===== src/rtl/sram_port_arbiter.sv =====
// rtl/sram_port_arbiter.sv - shares one SRAM-like port between inst fetch and data load/store
// One transaction outstanding; data wins by default, a starvation counter forces inst through.
module sram_port_arbiter #(
  parameter int ADDR_W       = 32,
  parameter int DATA_W       = 32,
  parameter int STARVE_LIMIT = 4
) (
  input  logic                clk,
  input  logic                rst,
  input  logic                inst_req,
  input  logic                inst_wr,
  input  logic [DATA_W/8-1:0] inst_wstrb,
  input  logic [ADDR_W-1:0]   inst_addr,
  input  logic [DATA_W-1:0]   inst_wdata,
  output logic                inst_addr_ok,
  output logic                inst_data_ok,
  output logic [DATA_W-1:0]   inst_rdata,
  input  logic                data_req,
  input  logic                data_wr,
  input  logic [DATA_W/8-1:0] data_wstrb,
  input  logic [ADDR_W-1:0]   data_addr,
  input  logic [DATA_W-1:0]   data_wdata,
  output logic                data_addr_ok,
  output logic                data_data_ok,
  output logic [DATA_W-1:0]   data_rdata,
  output logic                mem_req,
  output logic                mem_wr,
  output logic [DATA_W/8-1:0] mem_wstrb,
  output logic [ADDR_W-1:0]   mem_addr,
  output logic [DATA_W-1:0]   mem_wdata,
  input  logic                mem_addr_ok,
  input  logic                mem_data_ok,
  input  logic [DATA_W-1:0]   mem_rdata,
  output logic                stallreq_mem
);

  localparam int SW = DATA_W / 8;
  localparam int CW = $clog2(STARVE_LIMIT + 1);
  localparam logic [CW-1:0] CNT_MAX = CW'(STARVE_LIMIT);

  localparam logic [1:0] IDLE = 2'd0;
  localparam logic [1:0] ADDR = 2'd1;
  localparam logic [1:0] DATA = 2'd2;

  logic [1:0]        state;
  logic              owner;  // 1 = data requester owns the transaction
  logic [CW-1:0]     starve_cnt;
  logic              wr_q;
  logic [SW-1:0]     wstrb_q;
  logic [ADDR_W-1:0] addr_q;
  logic [DATA_W-1:0] wdata_q;

  logic grant_inst;
  logic in_addr;
  logic in_data;
  logic addr_done;
  logic data_done;

  // inst only wins when it actually asks, so a saturated counter never grants an empty slot
  assign grant_inst = inst_req && ((starve_cnt == CNT_MAX) || !data_req);

  always_ff @(posedge clk or posedge rst) begin
    if (rst) begin
      state      <= IDLE;
      owner      <= 1'b0;
      starve_cnt <= '0;
      wr_q       <= 1'b0;
      wstrb_q    <= '0;
      addr_q     <= '0;
      wdata_q    <= '0;
    end else begin
      case (state)
        IDLE: begin
          if (inst_req || data_req) begin
            state <= ADDR;
            owner <= !grant_inst;
            if (grant_inst) begin
              wr_q       <= inst_wr;
              wstrb_q    <= inst_wstrb;
              addr_q     <= inst_addr;
              wdata_q    <= inst_wdata;
              starve_cnt <= '0;
            end else begin
              wr_q    <= data_wr;
              wstrb_q <= data_wstrb;
              addr_q  <= data_addr;
              wdata_q <= data_wdata;
              if (inst_req && (starve_cnt != CNT_MAX))
                starve_cnt <= starve_cnt + 1'b1;
            end
          end
        end
        ADDR:    if (mem_addr_ok) state <= DATA;
        DATA:    if (mem_data_ok) state <= IDLE;
        default: state <= IDLE;
      endcase
    end
  end

  assign in_addr   = (state == ADDR);
  assign in_data   = (state == DATA);
  assign addr_done = in_addr && mem_addr_ok;
  assign data_done = in_data && mem_data_ok;

  assign mem_req   = in_addr;
  assign mem_wr    = in_addr && wr_q;
  assign mem_wstrb = in_addr ? wstrb_q : '0;
  assign mem_addr  = in_addr ? addr_q : '0;
  assign mem_wdata = in_addr ? wdata_q : '0;

  assign inst_addr_ok = addr_done && !owner;
  assign data_addr_ok = addr_done && owner;
  assign inst_data_ok = data_done && !owner;
  assign data_data_ok = data_done && owner;
  assign inst_rdata   = inst_data_ok ? mem_rdata : '0;
  assign data_rdata   = data_data_ok ? mem_rdata : '0;

  assign stallreq_mem = !rst && (((state == IDLE) && (inst_req || data_req)) || in_addr
                                 || (in_data && !mem_data_ok));

endmodule


===== config.mk =====
export PLATFORM = sky130hd
export DESIGN_NAME = sram_port_arbiter
export DESIGN_NICKNAME = d
export VERILOG_FILES = /design/src/rtl/sram_port_arbiter.sv
export SDC_FILE = /design/constraint.sdc
export NUM_CORES = 1
export LEC_CHECK = 0
export BUFFER_PORTS_ARGS = -buffer_cell sky130_fd_sc_hd__buf_2
export CORE_AREA = 2 2 122 124
export DETAILED_ROUTE_END_ITERATION = 10
export DIE_AREA = 0 0 124 126
export PLACE_DENSITY = 0.66
export SYNTH_ARGS = -nofsm -noshare
export SYNTH_HDL_FRONTEND = slang
export SYNTH_SLANG_ARGS = --single-unit

===== constraint.sdc =====
create_clock -name clk -period 2.68 [get_ports clk]
set_input_delay 0.536 -clock clk [delete_from_list [all_inputs] [get_ports clk]]
set_output_delay 0.536 -clock clk [all_outputs]
set_load 0.01 [all_outputs]

==> key figures, run 1 <==
Timing
  – Relative max-transition margin: 47.2%
  – Min cycle time layout: 2.28 ns
  – # setup viols final: 0
  – Period utilization: 85.0%
  – Max Slew Vio Count: 0
  – Max Clock Skew: 0.00448 ns
  – RSZ-0062 raised after global routing: false
  – Fin. Hold Viols: 0
  – Peak Freq: 439 MHz
  – Post-route setup TNS: 0 ns
  – Tightest Pin Transition: 0.792 ns

Power and ir drop
  – Pwr/cell area: 1010 nW/um2
  – Static leakage: 0.00360 uW
  – VDD IR max: 0.716 mV

Yosys
  – Synth Register Bits: 75
  – Ys Warns: 0
  – Mapped Cells: 585
  – Netlist Area Pre-Place: 4760 um2
  – Seq/Total Area, Yosys: 39.4%
  – Yosys cell types: 27
  – Syn Nets: 763
  – Post-Synthesis Mean Instance Area: 8.14 um2

Clock network
  – Clock sink count: 75
  – Post-CTS Setup Inserts: 0
  – Post-CTS Hold Buffers: 0
  – CTS tree: yes
  – Clk root buf: clkbuf_16
  – Worst-case clock buffer depth: 2
  – Worst skew pair latency: 0.33 ns
  – H-tree levels: 3
  – Resized Gates After CTS: 0
  – Clk pin slew, worst setup/hold paths: 0.06 ns
  – Total CTS buffers: 9

Critical path
  – CP top delay family: simple AND/OR/NAND/NOR gates
  – R2R depth: 4
  – Worst setup endpoint: inst_rdata[16]
  – Worst path max stage delay: 0.64 ns
  – Slowest-stage cell, CP: and4bb_2
  – Critical Path Start: state[0]
  – Worst R2R Start: state[0]
  – CP Cell Sequence: and4bb_2 -> and2_1 -> buf_2
  – CP bufs+invs: 1
  – Crit start category: flip-flop
  – Crit. path cell count: 3
  – Arrival time at the worst endpoint: 1.74 ns
  – CP Capture Type: output port
  – WP data required: 2.14 ns
  – WS Path Type: reg2out
  – CP Max Fanout: 33
  – FF-to-FF setup slack: 0.88 ns
  – Worst R2R End: wdata_q[10]

Place
  – Placed instance count: 1,029
  – GPL Wtd Cong: 0.745
  – Final HPWL DP: 11.8 mm
  – Port buffer count: 314

Floorplanning
  – Rows: 44
  – Initial Utilization: 33.3%
  – # IOs: 315
  – Die Y: 126 um
  – Die W: 124 um
  – Core area: 14,300 um2
  – Die area: 15,600 um2

Final layout
  – NumNets Final: 1,034
  – Post-Layout Cell Count: 1,049
  – Share of cells above drive strength 1: 42.4%
  – Area delta synth->final: 41.9%

Global route
  – Number of global-route vias before repair: 5,186
  – Global-route wire length before repair: 26.3 mm
  – Largest net degree at the start of global routing: 83
  – Initial antenna violation count: 5
  – Congestion Overflow GR: 0
  – GRT Resource Usage Total: 21.5%

Drt
  – Vias per cell: 5.19
  – Via count: 5,444
  – Drt wl/cell: 16.2 um
  – Initial DRT Pass Iterations: 4
  – Residual DRC: 0
  – Post-DRT Antenna Nets: 0
  – Total Wirelength: 17.0 mm
  – Initial DRC Count: 264

Min path
  – Worst Hold Class: in2async

Run status
  – Outcome: complete, no violations

Flow run
  – Max_cap viols: 0
-- cells by family (layout without fill, tap and decap cells) --
group | Yosys count | in the layout | synth area share [%]
AOI/OAI and AO/OA | 77 | 77 | 15.2
and+or+nand+nor | 288 | 288 | 32.4
adders and majority gates | 2 | 2 | 0.526
muxes | 1 | 1 | 0.237
buffers and inverters | 142 | 418 | 12.2
DFF | 75 | 75 | 39.4
other | 0 | 4 | 0
-- layout make-up --
class	count	area [um2]
Clock inverter	4	72.6
Timing Repair Buffer	329	1720
Inverter	73	275
Clock buffer	12	256
Sequential cell	75	1880
Fill cell	1442	7560
Tap cell	184	230
Multi-Input combinational cell	368	2310
Antenna cell	4	10.0
-- worst min-delay path by stage --
stage | to | slack (ns) | cells past startpoint
floorplan | starve_cnt[1] | 0.50 | 1
global placement | starve_cnt[1] | 0.53 | 1
detailed placement | starve_cnt[1] | 0.54 | 1
CTS | addr_q[30] | 0.24 | 3
global route | wstrb_q[0] | 0.26 | 3
finish | starve_cnt[2] | 0.24 | 3
-- sequential cells by signal (all words and copies together), names as in the netlist --
name	flops
addr_q	32
wdata_q	32
wstrb_q	4
starve_cnt	3
state	2
owner	1
wr_q	1
-- worst reg2reg max path: stages (launching register included) --
cell	delay, ns
dfrtp_1	0.45
nor2_4	0.16
buf_4	0.61
nand3_1	0.29
o221ai_1	0.21
-- Yosys cell counts, drive strengths merged --
| cell type | number | area (um2) |
|---|---|---|
| dfrtp | 75 | 1880 |
| inv | 73 | 274 |
| nor2 | 73 | 274 |
| nand3 | 69 | 345 |
| nand4 | 69 | 432 |
| o221ai | 69 | 667 |
| and2 | 66 | 413 |
| clkbuf | 52 | 195 |
| buf | 17 | 113 |
| nand2 | 3 | 11.3 |
| a22o | 2 | 17.5 |
| a31oi | 2 | 12.5 |
| ha | 2 | 25.0 |
| nand2b | 2 | 12.5 |
| or3b | 2 | 17.5 |
| a21bo | 1 | 10.0 |
| a21oi | 1 | 5.00 |
| and3 | 1 | 6.26 |
| and4b | 1 | 10.0 |
| and4bb | 1 | 12.5 |
| mux2 | 1 | 11.3 |
| o21ai | 1 | 5.00 |
| o2bb2ai | 1 | 8.76 |
| or2 | 1 | 6.26 |
-- per-stage QoR --
stage	setup WS, ns	cell area (um2)	power (uW)	hold slack, ns	utilization, %
final	0.402	6760	6820	0.240	47.2
after floorplan	0.234	4760	4380	0.500	-
after global placement	0.694	6420	5470	0.526	44.8
after CTS	0.369	6750	6890	0.245	47.1
after global routing	0.250	6760	7380	0.255	47.2
after detailed placement	0.638	6420	5510	0.537	44.8
-- cell usage in the layout, fill, tap and decap left out, types with 3 or more instances in the layout --
master / n
and2_1: 64
nand3_1: 69
diode_2: 4
o221ai_1: 59
nand4_1: 69
dfrtp_1: 75
nor2_1: 72
nand2_1: 3
buf_4: 12
o221ai_2: 10
buf_12: 3
buf_2: 314
inv_1: 72
clkbuf_16: 9
-- where the power goes --
part / leakage, uW / switching, uW / internal [uW]
logic: 0.00252 / 2230 / 1360
clock network: 0.000159 / 488 / 866
registers: 0.000917 / 175 / 1690
-- routing by layer --
layer	GRT usage, %	share of wire, %	vias up
met4	8.72	2.3	2
met2	38.2	51	217
li1	-	-	2607
met3	4.89	8.3	29
met5	0	0.076	-
met1	24.7	38	2589
Note: power is estimated with default switching activity, not from simulation.
==> inputs of run 2 (changes only) <==
--- a/config.mk
+++ b/config.mk
@@ -9,7 +9,7 @@
 export CORE_AREA = 2 2 122 124
 export DETAILED_ROUTE_END_ITERATION = 10
 export DIE_AREA = 0 0 124 126
-export PLACE_DENSITY = 0.66
+export PLACE_DENSITY = 0.71
 export SYNTH_ARGS = -nofsm -noshare
 export SYNTH_HDL_FRONTEND = slang
 export SYNTH_SLANG_ARGS = --single-unit
==> run 2 against run 1 <==
Effect of this change:
- critical path depth unchanged
- worst setup slack lost 0.013 ns
- clock power fell by 6%
- highest routed layer unchanged
- utilization is 0.28 points lower
- largest power group unchanged
- global-route usage shrank 0.40 points
- combinational power is essentially flat
- clock skew increased by 0.00078 ns
- via count fell by 0.15%
- die area is the same
- first-iteration DRC count increased by 31%
==> key figures, run 2 (same netlist as run 1, synthesis figures left out) <==
Run status
  – Outcome: complete, no violations (unchanged)

Drt
  – Initial DRT Pass Iterations: 4 (unchanged)
  – Drt wl/cell: 16.2 um (about the same)
  – Via count: 5,436 (was 5,444)
  – Vias per cell: 5.20 (was 5.19)
  – Total Wirelength: 16.9 mm (was 17.0 mm)
  – Initial DRC Count: 345 (was 264)
  – Post-DRT Antenna Nets: 0 (unchanged)
  – Residual DRC: 0 (unchanged)

Global route
  – Congestion Overflow GR: 0 (unchanged)
  – Initial antenna violation count: 3 (was 5)
  – Number of global-route vias before repair: 5,080 (was 5,186)
  – Largest net degree at the start of global routing: 141 (was 83)
  – Global-route wire length before repair: 25.9 mm (was 26.3 mm)
  – GRT Resource Usage Total: 21.1% (was 21.5%)

Clock network
  – Post-CTS Hold Buffers: 0 (unchanged)
  – H-tree levels: 3 (unchanged)
  – Clk root buf: clkbuf_16 (unchanged)
  – Resized Gates After CTS: 0 (unchanged)
  – Clk pin slew, worst setup/hold paths: 0.06 ns (about the same)
  – CTS tree: yes (unchanged)
  – Post-CTS Setup Inserts: 0 (unchanged)
  – Total CTS buffers: 9 (unchanged)
  – Clock sink count: 75 (unchanged)
  – Worst skew pair latency: 0.33 ns (about the same)
  – Worst-case clock buffer depth: 2 (unchanged)

Final layout
  – NumNets Final: 1,032 (was 1,034)
  – Commonest non-fill, non-tap cells in the layout: buf_2, dfrtp_1, inv_1, nor2_1 (unchanged)
  – Share of cells above drive strength 1: 42.3% (was 42.4%)
  – Fillers: 1,460 (was 1,442)
  – Commonest non-fill, non-tap cell in the layout: buf_2 (unchanged)
  – Multi-input logic area: 2310 um2 (unchanged)
  – Sequential Area: 1880 um2 (unchanged)
  – Area delta synth->final: 41.1% (was 41.9%)
  – Biggest regs: addr_q x32, wdata_q x32, wstrb_q x4 (unchanged)

Floorplanning
  – # IOs: 315 (unchanged)
  – Initial Utilization: 33.3% (unchanged)
  – Die W: 124 um (unchanged)
  – Die area: 15,600 um2 (unchanged)
  – Die Y: 126 um (unchanged)
  – Rows: 44 (unchanged)
  – Core area: 14,300 um2 (unchanged)

Power and ir drop
  – VDD IR max: 0.519 mV (was 0.716 mV)
  – Pwr/cell area: 1000 nW/um2 (was 1010 nW/um2)
  – Static leakage: 0.00359 uW (was 0.00360 uW)

Critical path
  – CP Cell Sequence: and4bb_2 -> and2_1 -> buf_2 (unchanged)
  – Worst path max stage delay: 0.64 ns (about the same)
  – CP Capture Type: output port (unchanged)
  – Arrival time at the worst endpoint: 1.76 ns (was 1.74 ns)
  – CP Max Fanout: 33 (unchanged)
  – CP bufs+invs: 1 (unchanged)
  – CP top delay family: simple AND/OR/NAND/NOR gates (unchanged)
  – Crit start category: flip-flop (unchanged)
  – WP data required: 2.14 ns (about the same)
  – Slowest-stage cell, CP: and4bb_2 (unchanged)
  – WS Path Type: reg2out (unchanged)

Timing
  – Period utilization: 85.5% (was 85.0%)
  – # setup viols final: 0 (unchanged)
  – Post-route setup TNS: 0 ns (unchanged)
  – Max Clock Skew: 0.00526 ns (was 0.00448 ns)
  – RSZ-0062 raised after global routing: false (unchanged)
  – Tightest Pin Transition: 0.766 ns (was 0.792 ns)
  – Relative max-transition margin: 49.0% (was 47.2%)
  – Peak Freq: 436 MHz (was 439 MHz)
  – Fin. Hold Viols: 0 (unchanged)
  – Max Slew Vio Count: 0 (unchanged)
  – Hold_ws: 0.293 ns (was 0.240 ns)
  – Min cycle time layout: 2.29 ns (was 2.28 ns)

Place
  – Port buffer count: 314 (unchanged)
  – GPL Wtd Cong: 0.773 (was 0.745)
  – Final HPWL DP: 12.1 mm (was 11.8 mm)

Flow run
  – Max_cap viols: 0 (unchanged)

Min path
  – Worst Hold Class: in2async (unchanged)
-- run 2: cell count changes in the layout (fill, tap and decap cells not counted), sizes merged --
cell	previous run	this run
clkinv	2	5
clkinvlp	1	0
diode	4	2
clkbuf	12	10
buf	329	327
-- run 2: power by group --
group          internal (uW)  leakage [uW]  switching, uW
logic                   1370       0.00251           2220
registers               1700      0.000917            178
clock network            809      0.000156            465
-- run 2: layout make-up --
type                       instances  area share, %
timing repair buffer             327           25.4
multi-input combinational        368           34.5
tap                              184           3.43
sequential                        75           27.9
inverter                          73           4.10
antenna                            2         0.0745
clock buffer                      10           3.41
clock inverter                     6           1.19
-- run 2: worst reg2reg max path, cell delays in order (launching register included) --
cell      delay (ns)
dfrtp_1         0.46
nor2_4          0.18
and2_2          0.59
buf_12          0.31
o221ai_1        0.18
-- run 2: path summary, 6_finish.rpt --
check,from,endpoint,slack [ns],depth (start not counted)
max in group asynchronous,rst,wdata_q[13],1.72,3
worst min-delay path,rst,addr_q[27],0.29,2
worst max register to register,state[0],wdata_q[7],0.80,4
worst min register to register,starve_cnt[1],starve_cnt[1],0.55,1
min in group clk,mem_addr_ok,state[0],0.43,2
worst max-delay path,state[0],inst_rdata[5],0.39,3
-- run 2: per-layer routing --
metal	up-vias	GRT usage (%)	share of wire (%)
met2	248	36.6	52
met5	-	0	0.059
met3	30	4.80	7.8
met4	2	7.67	2.2
li1	2606	-	-
met1	2550	25.4	38
-- run 2: per-stage QoR --
stage	worst slack [ns]	utilization [%]	instance area [um2]	instances	total power, uW
finish	0.388	46.9	6720	1045	6740
global route	0.244	46.9	6720	1045	7310
CTS	0.354	46.9	6710	1043	6810
detailed placement	0.603	44.7	6400	1027	5510
global placement	0.644	44.7	6400	1027	5440
floorplan	0.234	-	4760	585	4380
